`src/rtl/seven_seg_capture.sv`:
```
// Loopback decoder for a multiplexed 7-segment display: rebuilds the shown 16-bit hex value.
// Optional SEG_CAP_STATS_EN adds frame_count and glyph_err_count outputs.
module seven_seg_capture #(
  parameter int SYNC_STAGES    = 2,
  parameter int STABLE_CYCLES  = 16,
  parameter int TIMEOUT_CYCLES = 1000000
) (
  input  logic        clk,
  input  logic        rst,
  input  logic [6:0]  seg_in,
  input  logic [3:0]  an_in,
  output logic [15:0] value,
  output logic        value_valid,
  output logic        changed,
  output logic        bad_glyph,
  output logic        stale
`ifdef SEG_CAP_STATS_EN
  ,
  output logic [15:0] frame_count,
  output logic [7:0]  glyph_err_count
`endif
);

  localparam int SCW = $clog2(STABLE_CYCLES + 1);
  localparam int TW  = $clog2(TIMEOUT_CYCLES + 1);

  logic [SYNC_STAGES-1:0][3:0] an_sync;
  logic [SYNC_STAGES-1:0][6:0] seg_sync;
  logic [3:0]       sa, sa_q;
  logic [6:0]       ss, ss_q;
  logic [SCW-1:0]   cnt, cnt_next;
  logic [TW-1:0]    tcnt;
  logic [3:0]       seen, seen_next, dig_oh;
  logic [3:0][3:0]  buffer;
  logic [1:0]       dig;
  logic             an_legal, capture, glyph_ok, cap_ok, cap_bad;
  logic             frame_done, timed_out;
  logic [3:0]       nib;

  assign sa = an_sync[SYNC_STAGES-1];
  assign ss = seg_sync[SYNC_STAGES-1];

  always_comb begin
    an_legal = 1'b1;
    dig      = 2'd0;
    case (sa)
      4'b1110: dig = 2'd0;
      4'b1101: dig = 2'd1;
      4'b1011: dig = 2'd2;
      4'b0111: dig = 2'd3;
      default: an_legal = 1'b0;
    endcase
    dig_oh = 4'b0001 << dig;
  end

  // Decoded on the active-high pattern gfedcba.
  always_comb begin
    glyph_ok = 1'b1;
    nib      = 4'h0;
    case (~ss)
      7'h3F: nib = 4'h0;  7'h06: nib = 4'h1;  7'h5B: nib = 4'h2;  7'h4F: nib = 4'h3;
      7'h66: nib = 4'h4;  7'h6D: nib = 4'h5;  7'h7D: nib = 4'h6;  7'h07: nib = 4'h7;
      7'h7F: nib = 4'h8;  7'h6F: nib = 4'h9;  7'h77: nib = 4'hA;  7'h7C: nib = 4'hB;
      7'h39: nib = 4'hC;  7'h5E: nib = 4'hD;  7'h79: nib = 4'hE;  7'h71: nib = 4'hF;
      default: glyph_ok = 1'b0;
    endcase
  end

  // Counter saturates one past the capture point so each dwell fires exactly once.
  always_comb begin
    if (!an_legal || sa != sa_q || ss != ss_q) cnt_next = '0;
    else if (cnt == SCW'(STABLE_CYCLES))      cnt_next = cnt;
    else                                      cnt_next = cnt + SCW'(1);
    capture    = an_legal && (cnt_next == SCW'(STABLE_CYCLES - 1));
    cap_ok     = capture && glyph_ok;
    cap_bad    = capture && !glyph_ok;
    frame_done = (seen == 4'hF);
    timed_out  = (tcnt == TW'(TIMEOUT_CYCLES));
    // Frame completion / timeout clear first, so a same-cycle capture starts the next frame.
    seen_next  = ((frame_done || timed_out) ? 4'h0 : seen) | (cap_ok ? dig_oh : 4'h0);
  end

  always_ff @(posedge clk or posedge rst) begin
    if (rst) begin
      an_sync     <= '0;
      seg_sync    <= '0;
      sa_q        <= '0;
      ss_q        <= '0;
      cnt         <= '0;
      tcnt        <= '0;
      seen        <= '0;
      buffer      <= '0;
      value       <= '0;
      value_valid <= 1'b0;
      changed     <= 1'b0;
      bad_glyph   <= 1'b0;
      stale       <= 1'b0;
    end else begin
      an_sync     <= {an_sync[SYNC_STAGES-2:0], an_in};
      seg_sync    <= {seg_sync[SYNC_STAGES-2:0], seg_in};
      sa_q        <= sa;
      ss_q        <= ss;
      cnt         <= cnt_next;
      seen        <= seen_next;
      value_valid <= frame_done;
      changed     <= frame_done && (value != buffer);
      if (frame_done) value <= buffer;
      if (cap_ok) buffer[dig] <= nib;
      if (cap_bad) bad_glyph <= 1'b1;
      if (cap_ok)          tcnt <= '0;
      else if (!timed_out) tcnt <= tcnt + TW'(1);
      if (frame_done)     stale <= 1'b0;
      else if (timed_out) stale <= 1'b1;
    end
  end

`ifdef SEG_CAP_STATS_EN
  always_ff @(posedge clk or posedge rst) begin
    if (rst) begin
      frame_count     <= '0;
      glyph_err_count <= '0;
    end else begin
      if (frame_done) frame_count <= frame_count + 16'd1;
      if (cap_bad && glyph_err_count != 8'hFF) glyph_err_count <= glyph_err_count + 8'd1;
    end
  end
`endif

endmodule

```
`config.mk`:
```
export PLATFORM = sky130hd
export DESIGN_NAME = seven_seg_capture
export DESIGN_NICKNAME = d
export VERILOG_FILES = /design/src/rtl/seven_seg_capture.sv
export SDC_FILE = /design/constraint.sdc
export NUM_CORES = 1
export LEC_CHECK = 0
export CAP_MARGIN = 20
export CORE_MARGIN = 3
export CORE_UTILIZATION = 50
export CTS_CLUSTER_DIAMETER = 40
export CTS_CLUSTER_SIZE = 14
export DETAILED_ROUTE_END_ITERATION = 16
export PLACE_DENSITY = 0.7
export SYNTH_ARGS = -nofsm -noshare
export SYNTH_HDL_FRONTEND = slang
export SYNTH_SLANG_ARGS = --single-unit
```
`constraint.sdc`:
```
create_clock -name clk -period 9.3 [get_ports clk]
set_input_delay 2.79 -clock clk [delete_from_list [all_inputs] [get_ports clk]]
set_output_delay 2.79 -clock clk [all_outputs]
set_load 0.02 [all_outputs]
```
======== Word-level counts from Yosys, hierarchy flattened ========
Cells that the tools add are included.
W data, S select, Z words.
word-level totals
  bits in registers ....................... 98
  bits in latches ......................... 0
  memory bits (writable) .................. 0
  memory bits (read-only) ................. 0
  bits of input ports ..................... 13
  output and inout port bits .............. 20
  logic and storage cells ................. 81
  memories ................................ 0
operators by class
  add/subtract/negate cells ............... 2
  multiply operators ...................... 0
  divide/modulo/power cells ............... 0
  order comparisons ....................... 2
  equality and inequality tests ........... 28
  shift-type cells ........................ 1
  multiplexer cells ....................... 15
  bitwise logic cells ..................... 2
  reduce and logical (&&, ||, !) cells .... 13
operators with widths
  operator                 number
  $eq A7 B7 Y1 const B     12
  $pmux W4 S15             1
  $mux W20                 2
  $add A20 B1 Y20 const B  1
  $eq A20 B20 Y1 const B   1
  $bwmux W16               1
  $eq A4 B4 Y1 const B     4
  $ne A16 B16 Y1           1
  $reduce_or A16 Y1        1
  $eq A7 B3 Y1 const B     2
  $eq A7 B6 Y1 const B     2
  $mux W4                  3
  $mux W5                  2
  $demux W4 S2             1
  $ne A7 B7 Y1             1
  $not A7 Y7               1
  $pmux W2 S3              1
  $add A5 B1 Y5 const B    1
  $eq A5 B4 Y1 const B     1
  $eq A5 B5 Y1 const B     1
  $logic_and A1 B1 Y1      5
  $eq A4 B3 Y1 const B     1
  $mux W1                  4
  $ne A4 B4 Y1             1
  other kinds (9)          12

======== Depth between registers and ports, before layout ========
  depth after elaboration ................. 12
  gate-level depth with buffers ........... 8
  gate-level depth less buffers ........... 7

======== Worst setup path after synthesis ========
Ideal clock, no wire load.
  path type ............................... register to output
  from .................................... register value[10]
  to ...................................... output port value[10]
  data arrival time ....................... 0.450 ns
  required time ........................... 6.510 ns
  setup slack ............................. 6.060 ns
  stages on the path, launching flop included .. 1
  buffers on the path ..................... 0
  path through ............................ dfrtp_1
RTL lines
  what                      line  text
  start: declaration        12    output logic [15:0] value,
  start signal: assignment  107   if (frame_done) value <= buffer;
No word-level cell between the ends.

======== Worst setup path after layout ========
  from .................................... register value[3]
  to ...................................... output port value[3]
No word-level cell between the ends.

==> impl_metrics.py <==
metrics = {
    "run_status": {
        "status": "complete, no violations",
    },
    "cts": {
        "cts_root_buf": "clkbuf_8",
        "cts_resized": 0,
        "ctsHoldBuffers": 0,
        "cts_buffer_depth": 2,
        "insertion_delay_ps": 360,
        "cts_setup_buffers": 0,
        "htreeDepth": 3,
        "cts_tree": "yes",
        "cts_buffers": 9,
        "clk_pin_slew_ps": 90,
        "cts_sinks": 98,
    },
    "placement": {
        "place_hpwl_um": 5430,
        "dp_slack_ps": 4930,
        "io_buffers": 32,
        "routabilityCongestion": 0.890,
    },
    "timing": {
        "tightest_slew_ps": 984,
        "rsz0062_at_grt": "no",
        "skew_ps": 9.11,
        "setup_ws_ps": 5140,
        "maxSlewViolCount": 0,
        "relSlewSlack_pct": 33.4,
        "period_needed_ps": 4160,
        "setup_tns_ps": 0,
        "hold_viol_final": 0,
        "setup_viol": 0,
        "fmax_mhz": 240,
        "period_share_pct": 44.7,
    },
    "detailed_routing": {
        "drt_iter0_markers": 114,
        "viasPerCell": 5.47,
        "routed-via-count": 2995,
        "wl_met1_um": 3770,
        "ant_nets": 0,
        "drc": 0,
        "wl_per_cell_um": 14.3,
        "met3_length_um": 277,
        "totalWireLength_um": 7840,
        "wl_met2_um": 3670,
        "drt_pass1_iterations": 4,
        "highest_layer": "met4",
    },
    "logic_synthesis": {
        "synth_top_flop_cell": "dfrtp_1",
        "synth-seq-cells": 98,
        "synth_edf_count": 0,
        "ys.warnings.count": 0,
        "synth_area_um2": 4440,
        "syn_nets": 430,
        "synth.avg_cell_area_um2": 10.8,
        "ys_seq_area_share_pct": 55.2,
        "ys_types": 46,
        "ys_async_sr_fraction_pct": 100,
        "netlist_instances": 413,
    },
    "cells_and_area": {
        "antennaDiodeCount": 0,
        "syn_to_final_growth_pct": 13.2,
        "final_cell_mix": "dfrtp_1, nand2_1, clkdlybuf4s50_1",
        "drive_gt1_share_pct": 8.80,
        "final_common_cell": "dfrtp_1",
        "post-route-util_pct": 59.7,
        "layout.nets": 455,
    },
    "critical_path": {
        "crit_type": "reg -> out",
        "cp_cell_sequence": "clkdlybuf4s50_1",
        "r2r-end": "tcnt[14]",
        "slowest_delay_ps": 620,
        "reg2reg_depth": 5,
        "worstPathRequired_ps": 6510,
        "crit_path_start_kind": "register",
        "crit_arrival_ps": 1370,
        "cp.buffers_inverters": 1,
        "end_kind": "output pin",
        "path_delay_family": "buffers and inverters",
        "crit_fanout": 3,
        "reg2reg_from": "ss[3]",
        "crit_slowest_cell": "clkdlybuf4s50_1",
        "regToRegSetupSlack_ps": 6290,
    },
    "floorplan": {
        "start_util_pct": 52.8,
        "dieArea_um2": 10100,
        "row_count": 33,
        "core-area_um2": 8420,
        "io_pins": 33,
        "fp.dieW_um": 100,
        "die_h_um": 100,
    },
    "power": {
        "powerDensity_nw_per_um2": 149,
        "comb_power_share_pct": 4.0,
        "switchingPower_w": 0.000174,
        "internal-power_w": 0.000574,
        "pwr-share-clk_pct": 36.8,
        "swShare_pct": 23.3,
        "sequentialPowerShare_pct": 59.2,
        "ir_drop_v": 0.0000686,
        "leakage_nw": 2.24,
    },
    "grt": {
        "grt_pass1_vias": 2921,
        "gr-total-overflow": 0,
        "antenna_found_initial": 0,
        "grt_max_degree": 60,
        "grtUsageTotal_pct": 17.3,
        "grt_pass1_wl_um": 13900,
    },
    "worst_hold_path": {
        "hp-start": "seg_sync[5]",
        "min_to": "ss[5]",
        "min_path_cells": 0,
        "min_path_type": "reg -> reg",
    },
    "job": {
        "maxCapViolCount": 0,
    },
}
## metal layers
metal  up-vias  global-route usage, %
met5         -                      0
met4         0                   7.36
met3        11                   2.71
met2        49                   27.2
met1      1448                   24.1
li1       1487                      -
## state kept, by name (all words and copies together) (netlist names)
name / cells
ss: 7
bad_glyph: 1
sa: 4
value: 16
ss_q: 7
changed: 1
seen: 4
stale: 1
seg_sync: 7
sa_q: 4
value_valid: 1
tcnt: 20
buffer: 16
an_sync: 4
cnt: 5
## power groups by stage
stage                     Clock, W  Combinational, W  Sequential [W]
final                     0.000275         0.0000302        0.000443
after global routing      0.000303         0.0000346        0.000444
after CTS                 0.000285         0.0000310        0.000443
after detailed placement         0         0.0000309        0.000451
after global placement           0         0.0000302        0.000451
after floorplan                  0         0.0000264        0.000444
## cells by family (layout without fill, tap and decap cells)
group                    count (synthesis)  in the layout  share of synthesized area, %
AO/OA/AOI/OAI                           45             45                          7.21
multiplexers                            17             17                          4.28
buffers and inverters                   29             59                          2.56
flip-flops                              98             98                          55.2
adder cells (fa/ha/maj)                  4              4                          1.13
AND/OR/NAND/NOR                        166            166                          19.0
XOR/XNOR                                54             54                          10.6
## synth_stat cells (2+ instances only)
| cell | n | area share [%] |
|---|---|---|
| ha_1 | 4 | 1.1 |
| nand2_1 | 69 | 5.8 |
| nor4b_1 | 4 | 0.79 |
| a21oi_1 | 25 | 2.8 |
| xnor2_1 | 29 | 5.7 |
| clkbuf_1 | 15 | 1.3 |
| mux2_2 | 16 | 4.1 |
| dfrtp_1 | 98 | 55 |
| nor4_1 | 6 | 0.84 |
| and3_1 | 2 | 0.28 |
| nand2b_1 | 4 | 0.56 |
| nand4b_1 | 2 | 0.39 |
| or4_1 | 4 | 0.68 |
| nor4bb_1 | 4 | 0.90 |
| nor2b_1 | 2 | 0.28 |
| xor2_1 | 25 | 4.9 |
| nor3_1 | 13 | 1.5 |
| nor2_1 | 15 | 1.3 |
| nand4_1 | 8 | 1.1 |
| or3b_2 | 2 | 0.39 |
| o21ai_0 | 3 | 0.34 |
| o311ai_1 | 3 | 0.59 |
| nand3b_1 | 5 | 0.84 |
| nand3_1 | 21 | 2.4 |
| inv_1 | 9 | 0.76 |
| buf_2 | 4 | 0.45 |
| a31oi_1 | 2 | 0.28 |
## metrics by stage
step | instances | hold slack [ps] | cell area [µm²] | power, W
after floorplan | 413 | 331 | 4440 | 0.000471
after global placement | 532 | 332 | 4830 | 0.000481
after detailed placement | 532 | 335 | 4830 | 0.000482
after CTS | 548 | 356 | 5030 | 0.000759
after global routing | 548 | 361 | 5030 | 0.000782
final | 548 | 354 | 5030 | 0.000748
## worst max-delay path by stage
stage                         from    endpoint  slack (ps)  cells past startpoint
after floorplan                rst  an_sync[0]        3950                      1
after global placement         rst    value[7]        4960                      3
after detailed placement       rst    value[7]        4930                      3
after CTS                 value[8]    value[8]        5110                      1
after global routing      value[9]    value[9]        5070                      1
final                     value[3]    value[3]        5140                      1
## area by class of cell
class | count | area (µm²)
flip-flops and latches | 98 | 2450
inverters | 10 | 40.0
multi-input cells | 286 | 1880
repair buffers | 33 | 328
well taps | 105 | 131
clock buffers | 10 | 128
fillers | 716 | 3390
clock inverters | 6 | 75.1
Power figures use the tool's default switching activity.
